[src/rtl/signext_pipe_pkg.sv]
// Shared definitions for the pipelined sign/zero/ones extender.
package signext_pipe_pkg;

  localparam logic [1:0] MODE_ZERO = 2'b00;
  localparam logic [1:0] MODE_SIGN = 2'b01;
  localparam logic [1:0] MODE_ONES = 2'b10;

  localparam int COUNT_W = 16;

  // Fill bit for the upper part of a lane; the unused 2'b11 encoding behaves as sign.
  function automatic logic fill_bit(input logic [1:0] mode, input logic msb);
    logic fb;
    case (mode)
      MODE_ZERO: fb = 1'b0;
      MODE_ONES: fb = 1'b1;
      default:   fb = msb;
    endcase
    return fb;
  endfunction

endpackage

[src/rtl/signext_lane.sv]
// One lane of the extender: IN_W bits widened to OUT_W bits with the selected fill.
module signext_lane #(
  parameter int IN_W  = 2,
  parameter int OUT_W = 8
) (
  input  logic [IN_W-1:0]  lane_in,
  input  logic [1:0]       mode,
  output logic [OUT_W-1:0] lane_out
);
  import signext_pipe_pkg::*;

  logic [OUT_W-1:0] fill_vec;

  // Fill pattern shifted above the input bits; when OUT_W==IN_W the shift clears it entirely.
  always_comb begin
    fill_vec = {OUT_W{fill_bit(mode, lane_in[IN_W-1])}};
    lane_out = (fill_vec << IN_W) | OUT_W'(lane_in);
  end

endmodule

[src/rtl/signext_pipe.sv]
// Pipelined multi-lane extender with a valid/ready interface and a 2-entry skid buffer.
// Lanes are extended on the way in, so the fill mode travels with the stored data.
module signext_pipe
  import signext_pipe_pkg::*;
#(
  parameter int IN_W  = 2,
  parameter int OUT_W = 8,
  parameter int LANES = 1
) (
  input  logic                   clk,
  input  logic                   Clear_n,
  input  logic                   Clear,
  input  logic                   in_valid,
  output logic                   in_ready,
  input  logic [LANES*IN_W-1:0]  in_data,
  input  logic [1:0]             in_mode,
  output logic                   out_valid,
  input  logic                   out_ready,
  output logic [LANES*OUT_W-1:0] out_data,
  output logic [COUNT_W-1:0]     out_count
);

  logic [LANES*OUT_W-1:0] ext_data;
  logic [LANES*OUT_W-1:0] out_data_q;
  logic [LANES*OUT_W-1:0] skid_data_q;
  logic                   out_valid_q;
  logic                   skid_valid_q;
  logic [COUNT_W-1:0]     count_q;
  logic                   in_xfer;
  logic                   out_xfer;

  for (genvar k = 0; k < LANES; k++) begin : g_lane
    signext_lane #(
      .IN_W  (IN_W),
      .OUT_W (OUT_W)
    ) u_lane (
      .lane_in  (in_data[k*IN_W +: IN_W]),
      .mode     (in_mode),
      .lane_out (ext_data[k*OUT_W +: OUT_W])
    );
  end

  // in_ready comes straight from a flop, so no combinational path from out_ready.
  assign in_ready  = ~skid_valid_q;
  assign out_valid = out_valid_q;
  assign out_data  = out_data_q;
  assign out_count = count_q;

  assign in_xfer  = in_valid & in_ready;
  assign out_xfer = out_valid_q & out_ready;

  // Output register and skid register; the skid entry always drains before new input.
  always_ff @(posedge clk) begin
    if (!Clear_n || Clear) begin
      out_valid_q  <= 1'b0;
      skid_valid_q <= 1'b0;
      out_data_q   <= '0;
      skid_data_q  <= '0;
    end else if (!out_valid_q || out_xfer) begin
      if (skid_valid_q) begin
        out_data_q   <= skid_data_q;
        out_valid_q  <= 1'b1;
        skid_valid_q <= 1'b0;
      end else if (in_xfer) begin
        out_data_q  <= ext_data;
        out_valid_q <= 1'b1;
      end else begin
        out_valid_q <= 1'b0;
      end
    end else if (in_xfer) begin
      skid_data_q  <= ext_data;
      skid_valid_q <= 1'b1;
    end
  end

  // Completed output transfers; a flush keeps the count, only Clear_n zeroes it.
  always_ff @(posedge clk) begin
    if (!Clear_n) begin
      count_q <= '0;
    end else if (Clear) begin
      count_q <= count_q;
    end else if (out_xfer) begin
      count_q <= count_q + 1'b1;
    end
  end

endmodule
[config.mk]
export PLATFORM = sky130hd
export DESIGN_NAME = signext_pipe
export DESIGN_NICKNAME = d
export VERILOG_FILES = /design/src/rtl/signext_pipe_pkg.sv /design/src/rtl/signext_lane.sv /design/src/rtl/signext_pipe.sv
export SDC_FILE = /design/constraint.sdc
export NUM_CORES = 1
export LEC_CHECK = 0
export BUFFER_PORTS_ARGS = -buffer_cell sky130_fd_sc_hd__buf_2
export CORE_AREA = 3 3 55 62
export CTS_CLUSTER_SIZE = 10
export DETAILED_ROUTE_END_ITERATION = 16
export DIE_AREA = 0 0 58 65
export GPL_ROUTABILITY_DRIVEN = 0
export PLACE_DENSITY = 0.78
export SLEW_MARGIN = 30
export SYNTH_ARGS = -nofsm -noshare
export SYNTH_HDL_FRONTEND = slang
export SYNTH_HIERARCHICAL = 1
export SYNTH_SLANG_ARGS = --single-unit
[constraint.sdc]
create_clock -name clk -period 4.07 [get_ports clk]
set_input_delay 0 -clock clk [delete_from_list [all_inputs] [get_ports clk]]
set_output_delay 0 -clock clk [all_outputs]
set_load 0.1 [all_outputs]
=== After elaboration in Yosys (flattened, before gate mapping) ===
Cells that the tools add are included.

* Output and inout bits: 26
* Input port bits: 9
* Bits in registers: 34

* Add/subtract/negate cells: 1
* Eq/ne operators: 1
* Mux-type cells: 5
* Reduce and logical (&&, ||, !) cells: 10
* Bitwise logic cells: 6

{| class="wikitable"
|+ Operators with widths
! operator !! count
|-
| adder 16 x 1 -> 16 bit, second input constant || 1
|-
| two-way mux 8 bit || 2
|-
| OR 8 x 2 -> 8 bit || 1
|-
| AND reduction 2 bit || 3
|-
| NOT 1 bit || 3
|-
| AND 1 bit || 2
|-
| == test 2 bit, second input constant || 1
|-
| logical NOT 1 bit || 2
|-
| logical NOT 2 bit || 1
|-
| logical OR 1 bit || 2
|-
| two-way mux 1 bit || 2
|-
| case mux 1 bit (2 select lines) || 1
|-
| nonzero test 2 bit || 1
|-
| OR reduction 2 bit || 1
|}

=== Logic depth before layout (Yosys ltp) ===
* Word-level depth: 5
* Gate-level depth with buffers: 6
* Gate-level depth less buffers: 5

=== Cells and area by module ===
Netlist, hierarchy kept.

{| class="wikitable"
|+ By module, submodules not included
! module !! area an instance (µm²) !! times used !! cells an instance
|-
| signext_pipe || 1457.6 || 1 || 153
|-
| signext_lane || 67.6 || 1 || 8
|}

=== Worst setup path after synthesis ===
No wires, ideal clock.

* Path type: reg-to-reg
* Start point: register count_q[7], in the netlist out_count[7]
* End point: register count_q[15], in the netlist out_count[15]
* Clock period less this slack: 2.390 ns
* Arrival time: 2.321 ns
* Slack: 1.680 ns
* Required time: 4.000 ns
* Stages on the path, launching flop included: 5
* Cell sequence: dfxtp_1 -> nand4_2 -> or3_4 -> or4_1 -> a21oi_1

* Longest elaborated chain between the ends: 1

{| class="wikitable"
|+ RTL lines
! what !! line !! text
|-
| start: declaration || signext_pipe.sv:28 || <nowiki>logic [COUNT_W-1:0] count_q;</nowiki>
|-
| start signal: assignment || signext_pipe.sv:81 || <nowiki>count_q <= count_q;</nowiki>
|-
| start signal: assignment || signext_pipe.sv:83 || <nowiki>count_q <= count_q + 1'b1;</nowiki>
|-
| adder 16 x 1 -> 16 bit || signext_pipe.sv:83 ||
|}

Every way passes these cells.
A chain may end at the register's enable or synchronous reset.

=== Final worst setup path ===
Ends and elaborated chain as after synthesis.

==> flow_summary.ini <==
[cells_and_area]
final_nets = 203
fillCellCount = 249
final_cell_mix = buf_2, dfxtp_1, nor2_1
syn_to_final_growth_pct = 14.8
design_area_um2 = 1750
drive_above_1_share_pct = 24.9
n_antenna_cell = 0
stdcell_count = 226

[clock_tree]
htreeDepth = 2
clk_pin_slew_ns = 0.10
cts_inserted_buffers = 5
cts_tree = yes
clock_sinks = 34
cts_resized = 0
cts-root-buf = clkbuf_4
worstSkewPairLatency_ns = 0.33
clockBufferDepth = 2
cts_setup_buffers = 0

[power]
netSwitchingFraction_pct = 27.9
p_clk_share_pct = 29.2
p_comb_share_pct = 12.3
p_seq_share_pct = 58.5
leakage_nw = 0.704
powerDensity_nw_per_um2 = 333
p_int_uw = 421
ir_drop_v = 0.000230
p_switching_uw = 163

[synthesis]
ys_top_cells_by_area = dfxtp_1, mux2i_1, nor2_1, a211oi_1, buf_4
synthFlopType = dfxtp_1
synth-seq-cells = 34
seq_area_frac_synth_pct = 44.6
synth-edff-count = 0
syn-num-nets = 171
synthArstFlopShare_pct = 0
ys.warnings.count = 6
yosysTopAreaCell = dfxtp_1
synth_cell_types = 35
netlist_instances = 161
avgSynthCellArea_um2 = 9.47
synth_top_area_share_pct = 44.6
synthesis.area_um2 = 1530

[route]
via_per_inst = 5.52
drt-total-wl_mm = 3.04
drt_iter0_drc = 64
detail_route.wl_per_cell_um = 13.5
ant_nets = 0
drc = 0
vias = 1248
first_pass_iters = 4

[run_status]
status = finished clean

[die]
die_w_um = 58
core_um2 = 2800
ioPinCount = 35
dieArea_um2 = 3770
rows = 20
start_util_pct = 54.4
die_h_um = 65

[critical_path]
criticalPathCategory = register to register
crit_arrival_ns = 2.02
cp-end-kind = register
cp_data_required_time_ns = 4.34
cp_max_fo = 8
startpoint_type = register

[grt]
track_usage_pct = 17.9
grt_max_degree = 19
grt_overflow = 0
grt_pass1_vias = 1226
antenna_found_initial = 0
grt_pass1_wl_mm = 5.18

[place]
placed_area_um2 = 1660
placed_cells = 215
io_buffers = 34
hpwl_mm = 2.29

[hold_path]
hold_path.class = primary input to register

[sta]
totalNegativeSetupSlack_ns = 0
fmax_mhz = 571
tightest_slew_ns = 0.626
layout_min_cycle_time_ns = 1.75
setup_viol_count_final = 0
fin_crit_sh_pct = 43.0
hold_viol_final = 0
slew_headroom_pct = 58.2
skew_ns = 0.00650
drv_slew = 0
rsz0062_at_grt = no

[job]
maxCapViolCount = 0
routing by layer:
metal | vias up | global-route usage [%] | share of wire, %
met5 | - | 0 | 0
met4 | 0 | 10.7 | 2.6
li1 | 625 | - | -
met3 | 9 | 4.38 | 5.1
met1 | 583 | 18.9 | 42
met2 | 31 | 31.4 | 50
power groups by stage:
stage | logic (mW) | registers [mW] | clock network (mW)
final | 0.0717 | 0.341 | 0.170
after global routing | 0.0767 | 0.342 | 0.191
after CTS | 0.0719 | 0.341 | 0.173
after detailed placement | 0.0690 | 0.349 | 0
after global placement | 0.0671 | 0.348 | 0
after floorplan | 0.0307 | 0.380 | 0
cells by family after synthesis:
kind of cell | share of synthesized area, %
compound gates | 9.02
flops | 44.6
mux | 12.1
xor+xnor | 4.59
simple gates | 22.5
fa+ha+maj | 0.820
buf+inv | 6.32
stage by stage:
| step | utilization [%] | total power [mW] | hold WS [ns] | setup slack, ns |
|---|---|---|---|---|
| 3_3_place_gp | 59.3 | 0.416 | 0.257 | 2.27 |
| 4_1_cts | 62.4 | 0.586 | 0.0515 | 2.14 |
| 2_1_floorplan | - | 0.410 | 0.143 | 1.68 |
| 3_5_place_dp | 59.3 | 0.417 | 0.276 | 2.13 |
| 5_1_grt | 62.5 | 0.609 | 0.0903 | 2.14 |
| 6_report | 62.5 | 0.583 | 0.0669 | 2.32 |
cells in the mapped netlist, drive strengths merged (2+ instances only):
master,n
a211oi,8
a21oi,6
buf,9
clkbuf,5
dfxtp,34
inv,4
mux2i,17
nand2,6
nand2b,2
nand3,5
nand4,2
nor2,27
nor3,2
nor4b,3
o21ai,2
o31ai,3
or3,3
or4,4
xnor2,6
xor2,2
worst max-delay path, stage by stage, from the launching register on:
cell	delay (ns)
dfxtp_1	0.44
nand4_2	0.23
or3_4	0.40
or4_1	0.47
a21oi_1	0.15
flip-flops by register name, summed over array words and instances (netlist names):
signal / cells
out_count: 16
out_data: 8
skid_data_q: 8
out_valid: 1
skid_valid_q: 1
cell type report:
class	count	area (µm²)	share of cell area (%)
multi-input combinational	109	751	42.9
timing repair buffer	39	218	12.4
inverter	4	15.0	0.858
clock buffer	7	45.0	2.57
tap	33	41.3	2.36
sequential	34	681	38.9
what timing repair did:
item	in CTS	in global routing
hold buffers	4	0
endpoints found under the hold margin	5	0
endpoints found under the setup margin	0	0
final timing paths:
path,start,end,slack (ns),cells after the start
worst max-delay path,out_count[7],out_count[15],2.32,4
worst min-delay path,out_ready,skid_valid_q,0.07,3
worst max register to register,out_count[7],out_count[15],2.32,4
worst min register to register,out_count[14],out_count[14],0.50,2
Note: power is estimated with default switching activity, not from simulation.
